--- config.mk ---
export PLATFORM = sky130hd
export DESIGN_NAME = serial_accumulator
export DESIGN_NICKNAME = d
export VERILOG_FILES = /design/src/rtl/edsac_acc_pkg.sv /design/src/rtl/piso_shift.sv /design/src/rtl/serial_accumulator.sv
export SDC_FILE = /design/constraint.sdc
export NUM_CORES = 1
export LEC_CHECK = 0
export CAP_MARGIN = 25
export CORE_AREA = 2 2 98 81
export DETAILED_ROUTE_END_ITERATION = 8
export DIE_AREA = 0 0 100 83
export GPL_ROUTABILITY_DRIVEN = 0
export GPL_TIMING_DRIVEN = 0
export PLACE_DENSITY = 0.76
export SETUP_SLACK_MARGIN = 0.15
export SYNTH_ARGS = -nofsm -noshare
export SYNTH_HDL_FRONTEND = slang
export SYNTH_HIERARCHICAL = 1
export SYNTH_SLANG_ARGS = --single-unit
--- constraint.sdc ---
create_clock -name clk -period 2.6 [get_ports clk]
set_input_delay 0.39 -clock clk [delete_from_list [all_inputs] [get_ports clk]]
set_output_delay 0.39 -clock clk [all_outputs]
set_load 0.02 [all_outputs]
--- src/rtl/edsac_acc_pkg.sv ---
// Shared encodings for the bit-serial accumulator controller: op codes,
// controller states and the default short-word width.
package edsac_acc_pkg;

  localparam int DEFAULT_WORD_BITS = 18;

  localparam logic [1:0] OP_ADD   = 2'b00;
  localparam logic [1:0] OP_CLEAR = 2'b01;
  localparam logic [1:0] OP_LOAD  = 2'b10;
  localparam logic [1:0] OP_RSVD  = 2'b11;

  typedef enum logic [1:0] {
    ST_FLUSH  = 2'b00,
    ST_IDLE   = 2'b01,
    ST_ADD    = 2'b10,
    ST_FINISH = 2'b11
  } state_e;

endpackage

--- src/rtl/piso_shift.sv ---
// Parallel-load serialiser: presents the word LSB first on bit_o and fills
// with zeros behind it, so the stream reads 0 once the word is exhausted.
module piso_shift
  import edsac_acc_pkg::*;
#(
  parameter int WORD_BITS = DEFAULT_WORD_BITS
) (
  input  logic                 clk,
  input  logic                 rst,
  input  logic                 load_i,
  input  logic                 shift_i,
  input  logic [WORD_BITS-1:0] data_i,
  output logic                 bit_o
);

  logic [WORD_BITS-1:0] sreg_q, sreg_d;

  // Next-state: load has priority over shifting.
  always_comb begin
    sreg_d = sreg_q;
    if (load_i) begin
      sreg_d = data_i;
    end else if (shift_i) begin
      sreg_d = {1'b0, sreg_q[WORD_BITS-1:1]};
    end else begin
      sreg_d = sreg_q;
    end
  end

  // Shift register state.
  always_ff @(posedge clk or posedge rst) begin
    if (rst) begin
      sreg_q <= '0;
    end else begin
      sreg_q <= sreg_d;
    end
  end

  assign bit_o = sreg_q[0];

endmodule

--- src/rtl/serial_accumulator.sv ---
// Bit-serial accumulator controller: streams accumulator and addend into an
// external serial adder, collects the delayed sum and flushes adder carries.
module serial_accumulator
  import edsac_acc_pkg::*;
#(
  parameter int WORD_BITS   = DEFAULT_WORD_BITS,
  parameter int ADD_LATENCY = 2
) (
  input  logic                 clk,
  input  logic                 rst,
  input  logic                 start,
  input  logic [1:0]           op,
  input  logic [WORD_BITS-1:0] load_word,
  input  logic [WORD_BITS-1:0] add_word,
  output logic                 adder_a,
  output logic                 adder_b,
  input  logic                 adder_sum,
  output logic [WORD_BITS-1:0] acc_word,
  output logic                 ovf,
  output logic                 busy,
  output logic                 done
);

  localparam int CNT_W = $clog2(WORD_BITS + ADD_LATENCY + 1);
  localparam logic [CNT_W-1:0] CNT_ONE  = CNT_W'(1);
  localparam logic [CNT_W-1:0] CNT_LAT  = CNT_W'(ADD_LATENCY);
  localparam logic [CNT_W-1:0] CNT_LAST = CNT_W'(WORD_BITS + ADD_LATENCY);

  state_e               state_q, state_d;
  logic [CNT_W-1:0]     cnt_q, cnt_d;
  logic [WORD_BITS-1:0] acc_q, acc_d;
  logic [WORD_BITS-1:0] res_q, res_d;
  logic                 ovf_q, ovf_d;
  logic                 busy_q, busy_d;
  logic                 done_q, done_d;
  logic                 load_s;
  logic                 shift_s;

  piso_shift #(.WORD_BITS(WORD_BITS)) u_piso_acc (
    .clk    (clk),
    .rst    (rst),
    .load_i (load_s),
    .shift_i(shift_s),
    .data_i (acc_q),
    .bit_o  (adder_a)
  );

  piso_shift #(.WORD_BITS(WORD_BITS)) u_piso_add (
    .clk    (clk),
    .rst    (rst),
    .load_i (load_s),
    .shift_i(shift_s),
    .data_i (add_word),
    .bit_o  (adder_b)
  );

  // Next-state and output logic; FINISH accepts a new op just like IDLE.
  always_comb begin
    state_d = state_q;
    cnt_d   = cnt_q;
    acc_d   = acc_q;
    res_d   = res_q;
    ovf_d   = ovf_q;
    busy_d  = busy_q;
    done_d  = 1'b0;
    load_s  = 1'b0;
    shift_s = 1'b0;
    case (state_q)
      ST_FLUSH: begin
        if (cnt_q == CNT_LAT) begin
          state_d = ST_IDLE;
          busy_d  = 1'b0;
          cnt_d   = '0;
        end else begin
          cnt_d = cnt_q + CNT_ONE;
        end
      end
      ST_IDLE, ST_FINISH: begin
        state_d = ST_IDLE;
        busy_d  = 1'b0;
        if (start) begin
          case (op)
            OP_ADD: begin
              state_d = ST_ADD;
              busy_d  = 1'b1;
              cnt_d   = '0;
              load_s  = 1'b1;
            end
            OP_CLEAR: begin
              acc_d  = '0;
              ovf_d  = 1'b0;
              done_d = 1'b1;
            end
            OP_LOAD: begin
              acc_d  = load_word;
              ovf_d  = 1'b0;
              done_d = 1'b1;
            end
            default: begin
              done_d = 1'b1;
            end
          endcase
        end else begin
          done_d = 1'b0;
        end
      end
      ST_ADD: begin
        shift_s = 1'b1;
        cnt_d   = cnt_q + CNT_ONE;
        // Sum bits arrive ADD_LATENCY digits behind the inputs; the final one is the carry.
        if (cnt_q == CNT_LAST) begin
          acc_d   = res_q;
          ovf_d   = adder_sum;
          done_d  = 1'b1;
          busy_d  = 1'b0;
          cnt_d   = '0;
          state_d = ST_FINISH;
        end else if (cnt_q >= CNT_LAT) begin
          res_d = {adder_sum, res_q[WORD_BITS-1:1]};
        end else begin
          res_d = res_q;
        end
      end
      default: begin
        state_d = ST_FLUSH;
        busy_d  = 1'b1;
        cnt_d   = '0;
      end
    endcase
  end

  // Controller state and registered outputs.
  always_ff @(posedge clk or posedge rst) begin
    if (rst) begin
      state_q <= ST_FLUSH;
      cnt_q   <= '0;
      acc_q   <= '0;
      res_q   <= '0;
      ovf_q   <= 1'b0;
      busy_q  <= 1'b1;
      done_q  <= 1'b0;
    end else begin
      state_q <= state_d;
      cnt_q   <= cnt_d;
      acc_q   <= acc_d;
      res_q   <= res_d;
      ovf_q   <= ovf_d;
      busy_q  <= busy_d;
      done_q  <= done_d;
    end
  end

  assign acc_word = acc_q;
  assign ovf      = ovf_q;
  assign busy     = busy_q;
  assign done     = done_q;

endmodule
==> run metrics <==
result of the run=completed; max-slew violation count=0; Post-Route Hold Slack=0.3544 ns; data arrival time of the critical path=2.45 ns; YS warnings=6; Num CTS Buffers=9; launching element of the worst setup path=state_q[0]; drt initial violations=190; Cells after Synth=between 300 and 400; clock-pin transition on the worst setup and hold timing paths=0.08 ns; Die X=100 um; buffers from clock root to sink, at most=2; part of the power in combinational logic=0.356; vias in the first global route=roughly 2900; maximum clock rate=approximately 0.45 GHz; syn_area_per_cell=10.72 sq um; Unique masters post-synth=40; cells along the critical path=nand2b_2, inv_2, clkbuf_1, buf_6, buf_12, mux2i_1, o21ai_1; met3 Resource Use GR=0.05976; antenna fix cells=0; area of the die=8300 sq um; GRT Residual Overflow=0; DRC violations left=0; initial standard-cell utilization of the core=0.5235; type of the setup path with the least slack=reg -> reg; maximum single-stage delay on the critical path=0.52 ns; buffer type at the clock tree root=clkbuf_8; syn_nets=404; Setup Slack @ Placement=0.2129 ns; Post-Route Utilization=0.6581; final count of negative-setup-slack endpoints=0; Leak=2.026 nW; setup ws final=about 0.38 ns; Worst VDD drop=about 0.00054 V; Sw Ratio=0.3630; cell-internal power=3.082 mW; number of nets in the finished design=480; peak fanout along the critical path=11; Synth Cell Area=between 3000 and 4000 sq um; Pwr Density=1009 nW/um^2; DRT antenna net count=0; number of max-cap violations=0; Die Height=83 um; number of clock sinks=between 80 and 90; most frequent cells in the layout=81 x dfrtp_1, 64 x clkdlybuf4s50_1, 61 x nand2_1; number of rows created at floorplan=28; global routing's busiest layer=met2; nature of the critical path startpoint=flop; Final Power=4.839 mW; worst endpoint required time=2.83 ns; initial antenna violation count=0; number of setup buffers added after CTS=0; hold crit path type=in -> async; Multi-input gate area=approximately 1600 sq um; post-route fraction of the period consumed by the critical path=0.8533; number of gates resized after cts=0; hold bufs inserted after CTS=0; share of layout cells above drive strength 1=0.1259; Via density=5.512; Clock Power Share=0.198; number of H-tree levels=3; detailed placer's ending HPWL=~6200 um; number of buffer cells added on primary ports=64; CTS tree=done; setup repair after global routing missed its margin=no; final worst clock skew=0.01188 ns; register bit count reported by yosys=82; part of the total power dissipated in sequential elements=0.445; largest net degree at the start of global routing=37; Critical-path top delay cell=clkbuf_1; Storage cell area=approximately 2100 sq um; core area=7287 sq um; final hold violation count=0; growth of design area from synthesis to finish=25.71%; time the worst path needs with I/O delays and setup=2.219 ns; vias post-DR=~2900; worst-skew pair later-pin latency=about 0.36 ns; Post-Route Setup TNS=0 ns; I/O pin cnt=65; reg-to-reg startpoint=state_q[0]; max_slew headroom=0.5537; GR Layer Usage met1=0.3143; power dissipated by switching net loads=1.757 mW; crit path capture type=flop; gr usage total=0.2215; fraction of met2 tracks used by global routing=0.3446; number of filler instances in the final layout=roughly 570; first-pass GRT wire length=14470 um; transition time of the tightest slew-check pin=0.6694 ns; share of the yosys chip area belonging to registers=0.5382; iteration count of the initial detailed-routing pass=4; commonest non-fill, non-tap cell in the layout=dfrtp_1; final routed wire length divided by cell count=16.10 um; sum of routed wire length over all layers=8483 um
flip-flops by register name, summed over array words and instances, names as in the netlist, named ones only:
signal	flops
acc_word	18
res_q	18
u_piso_acc/sreg_q	18
u_piso_add/sreg_q	18
cnt_q	5
busy	1
done	1
ovf	1
state_q	1
logic make-up after synthesis:
logic type | synth area share
multiplexers | 0.1482
AO/OA/AOI/OAI | 0.1043
adder cells (fa/ha/maj) | 0.01968
flip-flops | 0.5382
AND/OR/NAND/NOR | 0.1391
buffers and inverters | 0.05051
cell usage after synthesis, drive strengths merged:
master  instances  area, sq um
mux2i          35        362.8
o21ai          38        190.2
o211ai          1        7.510
and2            1        6.260
a21o            1        7.510
nand3          21        105.1
dfrtp          81         2027
nor2           20        75.07
a41oi           2        17.52
buf            18        143.9
mux2           18        202.7
nand2b          3        21.27
nor4            1        12.51
nand2          62        235.2
o22ai           2        18.77
ha              6        75.07
a21oi           2        21.27
or2             2        12.51
nand4b          2        23.77
a31oi          20        125.1
and4b           1        10.01
dfstp           1        26.28
inv             8        30.03
nor4b           1        8.760
nand3b          1        7.510
a32o            1        10.01
clkbuf          5        18.77
and3            2        12.51
through the flow:
step,area (sq um),instances
after detailed placement,4588,511
after floorplan,3815,356
after global placement,4568,510
final,4796,527
after global routing,4796,527
after CTS,4796,527
path summary, 6_finish.rpt:
check | cells after the start | end | slack [ns]
min reg2reg | 1 | res_q[0] | 0.50
max in group asynchronous | 2 | u_piso_acc/sreg_q[10] | 1.68
min in group clk | 1 | res_q[0] | 0.50
max reg2reg | 7 | u_piso_acc/sreg_q[8] | 0.38
min | 2 | acc_word[16] | 0.35
max | 7 | u_piso_acc/sreg_q[8] | 0.38
routing by layer:
metal,up-vias,wire (um)
met5,-,0
met2,51,4042
met1,1439,3953
met4,0,119
met3,12,367
li1,1403,-
area by class of cell:
| type | instances | area share |
|---|---|---|
| sequential | 82 | 0.4281 |
| tap | 90 | 0.02348 |
| inverter | 8 | 0.006261 |
| buffer | 23 | 0.03392 |
| multi-input combinational | 243 | 0.3272 |
| timing repair buffer | 65 | 0.1378 |
| clock buffer | 10 | 0.02870 |
| clock inverter | 6 | 0.01461 |
power groups by stage:
stage                     combinational (mW)  clock (mW)  sequential (mW)
after global routing                    1.89        1.04             2.22
after detailed placement                1.74           0             2.17
after global placement                  1.67           0             2.15
after floorplan                        0.902           0             2.27
final                                   1.72       0.960             2.15
after CTS                               1.74       0.978             2.15
critical path, delay by kind of cell, from the launching register on:
family / cells / cell delay [ns]
AO/OA/AOI/OAI: 1 / 0.08
buffers and inverters: 4 / 1.05
multiplexers: 1 / 0.22
flip-flops: 1 / 0.45
AND/OR/NAND/NOR: 1 / 0.28
No activity file was read; power rests on OpenSTA's default activity.
